`config.mk`:
```
export PLATFORM = sky130hd
export DESIGN_NAME = voice_mixer_i2s
export DESIGN_NICKNAME = d
export VERILOG_FILES = /design/src/rtl/harb_audio_pkg.sv /design/src/rtl/i2s_tx.sv /design/src/rtl/voice_hold.sv /design/src/rtl/voice_mixer_i2s.sv
export SDC_FILE = /design/constraint.sdc
export NUM_CORES = 1
export LEC_CHECK = 0
export CAP_MARGIN = 20
export CORE_MARGIN = 4
export CORE_UTILIZATION = 24
export DETAILED_ROUTE_END_ITERATION = 12
export PLACE_DENSITY = 0.5
export REMOVE_ABC_BUFFERS = 1
export SETUP_SLACK_MARGIN = 0.4
export SYNTH_ARGS = -nofsm -noshare
export SYNTH_HDL_FRONTEND = slang
export SYNTH_HIERARCHICAL = 1
export SYNTH_SLANG_ARGS = --single-unit
```
`constraint.sdc`:
```
create_clock -name clk37 -period 7.5 [get_ports clk37]
set_clock_uncertainty 0.15 [all_clocks]
set_input_delay 1.5 -clock clk37 [delete_from_list [all_inputs] [get_ports clk37]]
set_output_delay 1.5 -clock clk37 [all_outputs]
set_load 0.05 [all_outputs]
```
`src/rtl/harb_audio_pkg.sv`:
```
// Shared types and constants for the audio output path.
package harb_audio_pkg;

  typedef logic signed [15:0] sample_t;

  localparam int FRAME_DIV_48K = 768;
  localparam int BCLK_DIV_48K  = 12;

  typedef enum logic [1:0] {IDLE, SUM, SCALE, SAT} mix_state_t;

  // Frame-start snapshot of the mixer controls
  typedef struct packed {
    logic [15:0] vol;
    logic        mute;
  } mix_ctl_t;

  // Clamp a scaled sum to 16 bits; bit 16 flags that clamping occurred
  function automatic logic [16:0] sat16(input logic signed [36:0] v);
    if (v > 37'sd32767)       return {1'b1, 16'h7FFF};
    else if (v < -37'sd32768) return {1'b1, 16'h8000};
    else                      return {1'b0, v[15:0]};
  endfunction

endpackage

```
`src/rtl/i2s_tx.sv`:
```
// Frame/bit timing and I2S serialiser; one 16-bit sample sent on both slots.
module i2s_tx #(
  parameter int FRAME_DIV = 768,
  parameter int BCLK_DIV  = 12
) (
  input  logic        clk37,
  input  logic        rst,
  input  logic [15:0] pending,
  output logic        frame_tick,
  output logic        frame_strobe,
  output logic        i2s_bclk,
  output logic        i2s_lrclk,
  output logic        i2s_sdata
);

  localparam int BITS = FRAME_DIV / BCLK_DIV;
  localparam int PW   = $clog2(BCLK_DIV);
  localparam int BW   = $clog2(BITS);

  logic [PW-1:0] p;
  logic [BW-1:0] b;
  logic [15:0]   shift;
  logic [4:0]    s;
  logic [3:0]    bit_sel;

  // Slot position within the current channel, and which sample bit it carries
  assign s          = b[4:0];
  assign bit_sel    = 4'(5'd16 - s);
  assign frame_tick = (p == '0) && (b == '0);

  // Frame counter kept as bit index b and phase p (f = b*BCLK_DIV + p)
  always_ff @(posedge clk37) begin
    if (rst) begin
      p <= '0;
      b <= '0;
    end else if (p == PW'(BCLK_DIV - 1)) begin
      p <= '0;
      b <= (b == BW'(BITS - 1)) ? '0 : b + 1'b1;
    end else begin
      p <= p + 1'b1;
    end
  end

  // Registered pins; lrclk/sdata only move at the start of a bit (bclk falling)
  always_ff @(posedge clk37) begin
    if (rst) begin
      frame_strobe <= 1'b0;
      i2s_bclk     <= 1'b0;
      i2s_lrclk    <= 1'b0;
      i2s_sdata    <= 1'b0;
      shift        <= '0;
    end else begin
      frame_strobe <= frame_tick;
      i2s_bclk     <= (p >= PW'(BCLK_DIV / 2));
      if (p == '0) begin
        i2s_lrclk <= b[BW-1];
        i2s_sdata <= ((s != 5'd0) && (s <= 5'd16)) ? shift[bit_sel] : 1'b0;
      end
      if (frame_tick) shift <= pending;
    end
  end

endmodule

```
`src/rtl/voice_hold.sv`:
```
// Per-voice holding register: latches the voice sample on its ready pulse.
module voice_hold (
  input  logic        clk37,
  input  logic        rst,
  input  logic        ready,
  input  logic [15:0] din,
  output logic [15:0] q
);

  // Keep the last delivered sample until the voice produces a new one
  always_ff @(posedge clk37) begin
    if (rst)        q <= '0;
    else if (ready) q <= din;
  end

endmodule

```
`src/rtl/voice_mixer_i2s.sv`:
```
// Voice mixer: capture, per-frame sum, master volume with saturation, I2S out.
module voice_mixer_i2s
  import harb_audio_pkg::*;
#(
  parameter int NUM_VOICES = 8,
  parameter int FRAME_DIV  = FRAME_DIV_48K,
  parameter int BCLK_DIV   = BCLK_DIV_48K,
  parameter int MIX_SHIFT  = 0
) (
  input  logic                    clk37,
  input  logic                    rst,
  input  logic [16*NUM_VOICES-1:0] voice_sample,
  input  logic [NUM_VOICES-1:0]   voice_ready,
  input  logic [15:0]             master_vol,
  input  logic                    mute,
  input  logic                    clip_clr,
  output logic                    i2s_bclk,
  output logic                    i2s_lrclk,
  output logic                    i2s_sdata,
  output logic                    frame_strobe,
  output logic                    clip
);

  localparam int IW = (NUM_VOICES > 1) ? $clog2(NUM_VOICES) : 1;

  logic [NUM_VOICES-1:0][15:0] hold;
  logic [NUM_VOICES-1:0][15:0] snap;
  mix_ctl_t                    ctl;
  mix_state_t                  state;
  logic [IW-1:0]               idx;
  logic signed [19:0]          acc;
  logic signed [19:0]          acc_sh;
  logic signed [36:0]          prod_q;
  logic [16:0]                 sat_r;
  sample_t                     pending;
  logic                        tick;

  for (genvar k = 0; k < NUM_VOICES; k++) begin : g_voice
    voice_hold u_hold (
      .clk37 (clk37),
      .rst   (rst),
      .ready (voice_ready[k]),
      .din   (voice_sample[16*k +: 16]),
      .q     (hold[k])
    );
  end

  i2s_tx #(
    .FRAME_DIV (FRAME_DIV),
    .BCLK_DIV  (BCLK_DIV)
  ) u_tx (
    .clk37        (clk37),
    .rst          (rst),
    .pending      (pending),
    .frame_tick   (tick),
    .frame_strobe (frame_strobe),
    .i2s_bclk     (i2s_bclk),
    .i2s_lrclk    (i2s_lrclk),
    .i2s_sdata    (i2s_sdata)
  );

  assign acc_sh = acc >>> MIX_SHIFT;
  assign sat_r  = sat16(prod_q >>> 16);

  // Mix FSM: snapshot at frame start, sum one voice per cycle, scale, clamp
  always_ff @(posedge clk37) begin
    if (rst) begin
      state   <= IDLE;
      snap    <= '0;
      ctl     <= '0;
      idx     <= '0;
      acc     <= '0;
      prod_q  <= '0;
      pending <= '0;
      clip    <= 1'b0;
    end else begin
      // A clip detected in SAT below overrides this clear
      if (clip_clr) clip <= 1'b0;
      if (tick) begin
        snap  <= hold;
        ctl   <= '{vol: master_vol, mute: mute};
        idx   <= '0;
        acc   <= '0;
        state <= SUM;
      end else begin
        case (state)
          SUM: begin
            acc <= acc + {{4{snap[idx][15]}}, snap[idx]};
            if (idx == IW'(NUM_VOICES - 1)) state <= SCALE;
            else                            idx   <= idx + 1'b1;
          end
          SCALE: begin
            prod_q <= 37'(acc_sh) * 37'($signed({1'b0, ctl.vol}));
            state  <= SAT;
          end
          SAT: begin
            pending <= ctl.mute ? '0 : sat_r[15:0];
            if (!ctl.mute && sat_r[16]) clip <= 1'b1;
            state <= IDLE;
          end
          default: state <= IDLE;
        endcase
      end
    end
  end

endmodule
```
---- After elaboration in Yosys (flattened, before gate mapping) ----
Cells that the tools add are included.
word-level totals
  flip-flop bits (word level) ............. 382
  latch bits .............................. 0
  RAM bits ................................ 0
  bits in read-only memories .............. 0
  input bits .............................. 156
  output and inout bits ................... 5
  logic and storage cells ................. 82
  memories kept ........................... 0
cells by class
  add/sub/neg operators ................... 5
  multiply operators ...................... 1
  div/mod/pow operators ................... 0
  $lt $le $gt $ge ......................... 6
  eq/ne operators ......................... 8
  shift-type cells ........................ 0
  mux-type cells .......................... 16
  bitwise operators ....................... 2
  reductions and logical operators ........ 12
operator list
  kind                    count
  $bmux W16 S3            1
  $mul A20 B17 Y37        1
  $mux W17                2
  $mux W16                2
  $gt A21 B16 Y1 const B  1
  $lt A21 B16 Y1 const B  1
  $add A20 B20 Y20        1
  $mux W1                 7
  $add A6 B1 Y6 const B   1
  $eq A6 B6 Y1 const B    1
  $logic_not A6 Y1        1
  $mux W6                 1
  $reduce_and A2 Y1       3
  $le A5 B5 Y1 const B    1
  $lt A4 B5 Y1 const B    1
  $reduce_bool A5 Y1      1
  $add A4 B1 Y4 const B   1
  $bmux W1 S4             1
  $eq A2 B2 Y1 const B    2
  $eq A4 B4 Y1 const B    1
  $ge A4 B3 Y1 const B    1
  $logic_not A4 Y1        1
  $lt A3 B4 Y1 const B    1
  $pmux W2 S2             1
  11 further kinds        15

---- Longest topological paths before layout ----
  depth in word-level cells ............... 7
  gate-level depth with buffers ........... 24
  mapped depth without buffers ............ 23

---- Hierarchy ----
Netlist, hierarchy kept.
modules (own cells, without submodules)
  module           times used  cells each  area each (sq um)  seq. area each (sq um)
  voice_mixer_i2s  1           2218        20812.5            4164.0
  voice_hold       8           52          580.6              320.3
  i2s_tx           1           138         1412.6             600.6

---- Worst setup path before layout ----
OpenSTA, ideal clock, no wires.
  path type ............................... register to register
  start point ............................. reg acc[19]
  end point ............................... reg prod_q[35]
  library setup time ...................... 0.103 ns
  arrival ................................. 6.072 ns
  data required time ...................... 7.247 ns
  setup slack ............................. 1.175 ns
  stages on the path, launching flop included .. 22
  path buffers ............................ 2
  period minus slack after synthesis ...... 6.325 ns
  cell sequence ........................... dfxtp_1 clkbuf_1 clkbuf_1 nand2_1 fa_1 fa_1 inv_1 fa_1 fa_1 fa_1 inv_1 fa_1 inv_1 ha_1 a21o_1 nor2_1 o21a_1 nor3_1 nor4_2 a21oi_1 o2111a_1 a2111oi_2
between the ends
  longest elaborated chain between the ends .. 1
ends and longest elaborated chain
  what                      RTL line               source
  start: declaration        voice_mixer_i2s.sv:31  logic signed [19:0] acc;
  start signal: assignment  voice_mixer_i2s.sv:88  acc <= acc + {{4{snap[idx][15]}}, snap[idx]};
  $mul A20 B17 Y37          voice_mixer_i2s.sv:93  prod_q <= 37'(acc_sh) * 37'($signed({1'b0, ctl.vol}));
  end signal: assignment    voice_mixer_i2s.sv:93
  end: declaration          voice_mixer_i2s.sv:33  logic signed [36:0] prod_q;
No other way between the ends.
A chain may end at the register's enable or synchronous reset.

---- Worst setup path in the final report ----
  start point ............................. reg acc[6]
  end point ............................... reg prod_q[29]
Same word-level chain as after synthesis.

==> flow_summary.yaml <==
run_status:
  run_status: "completed"
synth:
  netlist_area_um2: 26900
  synth_edf_count: 0
  synth_area_per_cell_um2: 9.69
  synth_top_area_share_pct: 27.3
  yosysWarningCount: 6
  synth_top_family_by_area: "adder cells"
  synthSimpleGateAreaFrac_pct: 13.5
  netlist_instances: 2772
  synthArstFlopShare_pct: 0
  synth-adder-area-share_pct: 29.5
  synth_ff_type: "dfxtp_1"
  synth_xor_area_share_pct: 1.17
  synthDistinctLibCells: 79
  yosys-top-cells-area: "dfxtp_1 (27%), fa_1 (24%), mux2i_1 (11%)"
  muxShareOfSynthArea_pct: 15.0
  ys_ff_latch: 366
  synth-compound-area-share_pct: 4.76
  synth_area_leader_cell: "dfxtp_1"
  synth-seq-area-share_pct: 27.3
global_route:
  grt_max_degree: 94
  grt_pass1_wl_mm: 111
  grt_overflow: 0
  grt_usage_pct: 12.0
  grt_pass1_vias: 19400
  antenna_found_initial: 7
drt:
  first_iter_violations: 887
  via_count: 18700
  wl_per_cell_um: 15.7
  route.detailed.drc: 0
  ant_nets: 0
  via_per_inst: 4.24
  wl_mm: 69.0
  dr.pass1.iters: 5
placed_design:
  hpwl_mm: 52.4
  numPortBuffers: 160
  place_area_um2: 30000
  gp_congestion: 0.788
  placed_cells: 4320
  dp_slack_ps: 734
worst_setup_path:
  end_kind: "flip-flop"
  regToRegStartpoint: "acc[6]$_SDFFE_PP0N_"
  arrival_ps: 7080
  reg2reg_depth: 20
  cp_max_fo: 10
  reg2reg_slack_ps: 740
  start_kind: "flip-flop"
  crit_required_ps: 7820
  crit_type: "reg -> reg"
  r2r_end: "prod_q[29]$_SDFFE_PP0P_"
layout:
  stdcell_area_um2: 31400
  syn2layout_area_growth_pct: 16.9
  nets: 3476
  finish.utilization_pct: 28.3
  n_fill_cell: 11800
  drive_gt1_share_pct: 6.77
  instances_no_fill: 4400
clock_tree:
  cts_made_buffers: 44
  clock-sinks: 366
  clock_tree.root_cell: "clkbuf_16"
  htreeDepth: 2
  path_clk_slew_ps: 80
  clock_path_buffers: 3
  tritoncts: "yes"
  clk_latency_ps: 630
worst_hold_path:
  hp-start: "g_voice[1].u_hold/q[3]$_SDFFE_PP0P_"
  hold_path.class: "reg -> reg"
  hold_path_end: "snap[19]$_SDFFE_PP0P_"
  hold_path_depth: 2
die:
  core_um2: 111000
  rows: 122
  die-area_um2: 117000
  die_y_um: 343
  fp.dieW_um: 343
  initial_core_util_pct: 24.2
  ioPinCount: 161
power:
  p_sw_share_pct: 28.1
  powerDensity_nw_per_um2: 158
  power.leakage_nw: 14.5
  power_switching_mw: 1.40
  p_total_mw: 4.97
  clkPwrFrac_pct: 42.8
  p_comb_share_pct: 13.9
  seqPwrFrac_pct: 43.2
  vdd_ir_drop_max_v: 0.000171
  p_int_mw: 3.57
timing:
  fmax_mhz: 148
  maxSlewHeadroom_pct: 31.6
  finalSetupViolations: 0
  slew_viol_final: 0
  tightest_slew_ps: 1020
  rsz0062_at_grt: "true"
  fin_ws_ps: 738
  finalCriticalPeriod_ps: 6760
  hold_viol: 0
  fin_crit_sh_pct: 90.2
job:
  cap_viol_max_count: 0
[worst max-delay path, stage by stage (launching register included)]
cell and delay, ps:
dfxtp_1 660, buf_4 300, nand2_1 90, fa_1 580
inv_1 70, fa_1 490, fa_1 590, fa_1 440
fa_1 490, inv_1 50, fa_1 480, inv_1 40
ha_1 360, a21o_1 150, a211oi_2 80, a211o_1 310
a31oi_1 480, o21ai_2 160, a311oi_1 340, mux2i_1 230
nand2_1 60
[power by group through the flow]
stage	registers (mW)	logic [mW]	clock network, mW
final	2.15	0.693	2.13
after global routing	2.16	0.763	2.28
after CTS	2.15	0.704	2.21
after detailed placement	2.19	0.701	0
after global placement	2.19	0.694	0
after floorplan	2.16	0.447	0
[cell usage after synthesis (9+ instances only)]
master and instances:
ha_1 121, clkbuf_1 97, fa_1 320, dfxtp_1 366, buf_1 23, inv_1 415, nand3_1 16, and2_1 124
buf_6 10, buf_2 16, a21oi_1 53, mux4_2 33, a21o_1 11, mux2_2 15, nor2_1 340, mux2i_1 303
xnor2_1 23, a22o_1 9, xor2_1 13, o21ai_0 21, nor3_1 20, o21ai_1 15, nand2_1 261
[per-layer routing]
metal  track usage [%]  share of wire, %  vias to the layer above
met2              19.3                45                      338
met3              2.62               5.7                       59
met4              2.62               1.7                        2
met1              16.5                47                     9263
li1                  -                 -                     8996
met5                 0             0.026                        -
[layout make-up]
cell class / instances / area [µm²] / area share [%]
tap: 1488 / 1860 / 5.93
clock inverter: 14 / 180 / 0.573
multi-input combinational: 1835 / 17200 / 54.7
antenna: 4 / 10.0 / 0.0319
timing repair buffer: 216 / 2050 / 6.52
sequential: 366 / 7330 / 23.3
clock buffer: 61 / 1240 / 3.96
inverter: 416 / 1570 / 4.99
[kinds of logic (layout without fill, tap and decap cells)]
kind of cell / after synthesis / after routing
multiplexers: 354 / 354
XOR/XNOR: 36 / 36
adder cells (fa/ha/maj): 441 / 441
AND/OR/NAND/NOR: 820 / 820
AO/OA/AOI/OAI: 184 / 184
other: 0 / 4
buffers and inverters: 571 / 707
flip-flops: 366 / 366
[worst max-delay path by stage]
stage	slack (ps)	to	depth (start not counted)	start
floorplan	-310	acc[12]$_SDFFE_PP0N_	9	u_tx/b[0]$_SDFFE_PP0N_
finish	740	prod_q[29]$_SDFFE_PP0P_	20	acc[6]$_SDFFE_PP0N_
detailed placement	730	prod_q[29]$_SDFFE_PP0P_	20	ctl[6]$_SDFFE_PP0P_
CTS	650	prod_q[29]$_SDFFE_PP0P_	21	acc[5]$_SDFFE_PP0N_
global route	380	prod_q[35]$_SDFFE_PP0P_	20	acc[6]$_SDFFE_PP0N_
global placement	790	prod_q[35]$_SDFFE_PP0P_	20	acc[7]$_SDFFE_PP0N_
[flip-flops by register name, indices dropped and copies added, names as in the netlist, 2 cells and up]
register / count
u_tx/shift: 16
u_tx/b: 6
g_voice.u_hold/q: 128
ctl: 17
state: 2
u_tx/p: 4
idx: 3
prod_q: 21
snap: 128
pending: 16
acc: 20
[timing repair]
action,4_1_cts,5_1_grt
endpoints found under the setup margin,0,5
hold endpoints to repair,0,0
setup buffers,0,0
hold buffers,0,0
resized for setup,0,4
[placed cells by master, fill, tap and decap left out, types with 5 or more instances in the layout]
| cell type | count |
|---|---|
| a211oi_1 | 7 |
| a21boi_1 | 7 |
| a21o_1 | 11 |
| a21oi_1 | 53 |
| a22o_1 | 9 |
| and2_1 | 124 |
| and3_1 | 8 |
| buf_4 | 55 |
| clkbuf_1 | 9 |
| clkbuf_16 | 44 |
| clkbuf_8 | 8 |
| clkdlybuf4s50_1 | 159 |
| dfxtp_1 | 361 |
| dfxtp_2 | 5 |
| fa_1 | 320 |
| ha_1 | 121 |
| inv_1 | 414 |
| mux2_2 | 15 |
| mux2i_1 | 303 |
| mux4_2 | 33 |
| nand2_1 | 261 |
| nand2b_1 | 5 |
| nand3_1 | 16 |
| nand4_1 | 5 |
| nor2_1 | 340 |
| nor2b_1 | 6 |
| nor3_1 | 20 |
| nor3b_1 | 6 |
| nor4_1 | 6 |
| o211ai_1 | 6 |
| o21a_1 | 6 |
| o21ai_0 | 20 |
| o21ai_1 | 16 |
| or3_1 | 7 |
| xnor2_1 | 23 |
| xor2_1 | 13 |
[through the flow]
stage          setup TNS, ps  hold slack (ps)
2_1_floorplan          -3800              270
3_3_place_gp               0              293
3_5_place_dp               0              294
4_1_cts                    0              292
5_1_grt                    0              326
6_report                   0              292
Note: power is estimated with default switching activity, not from simulation.
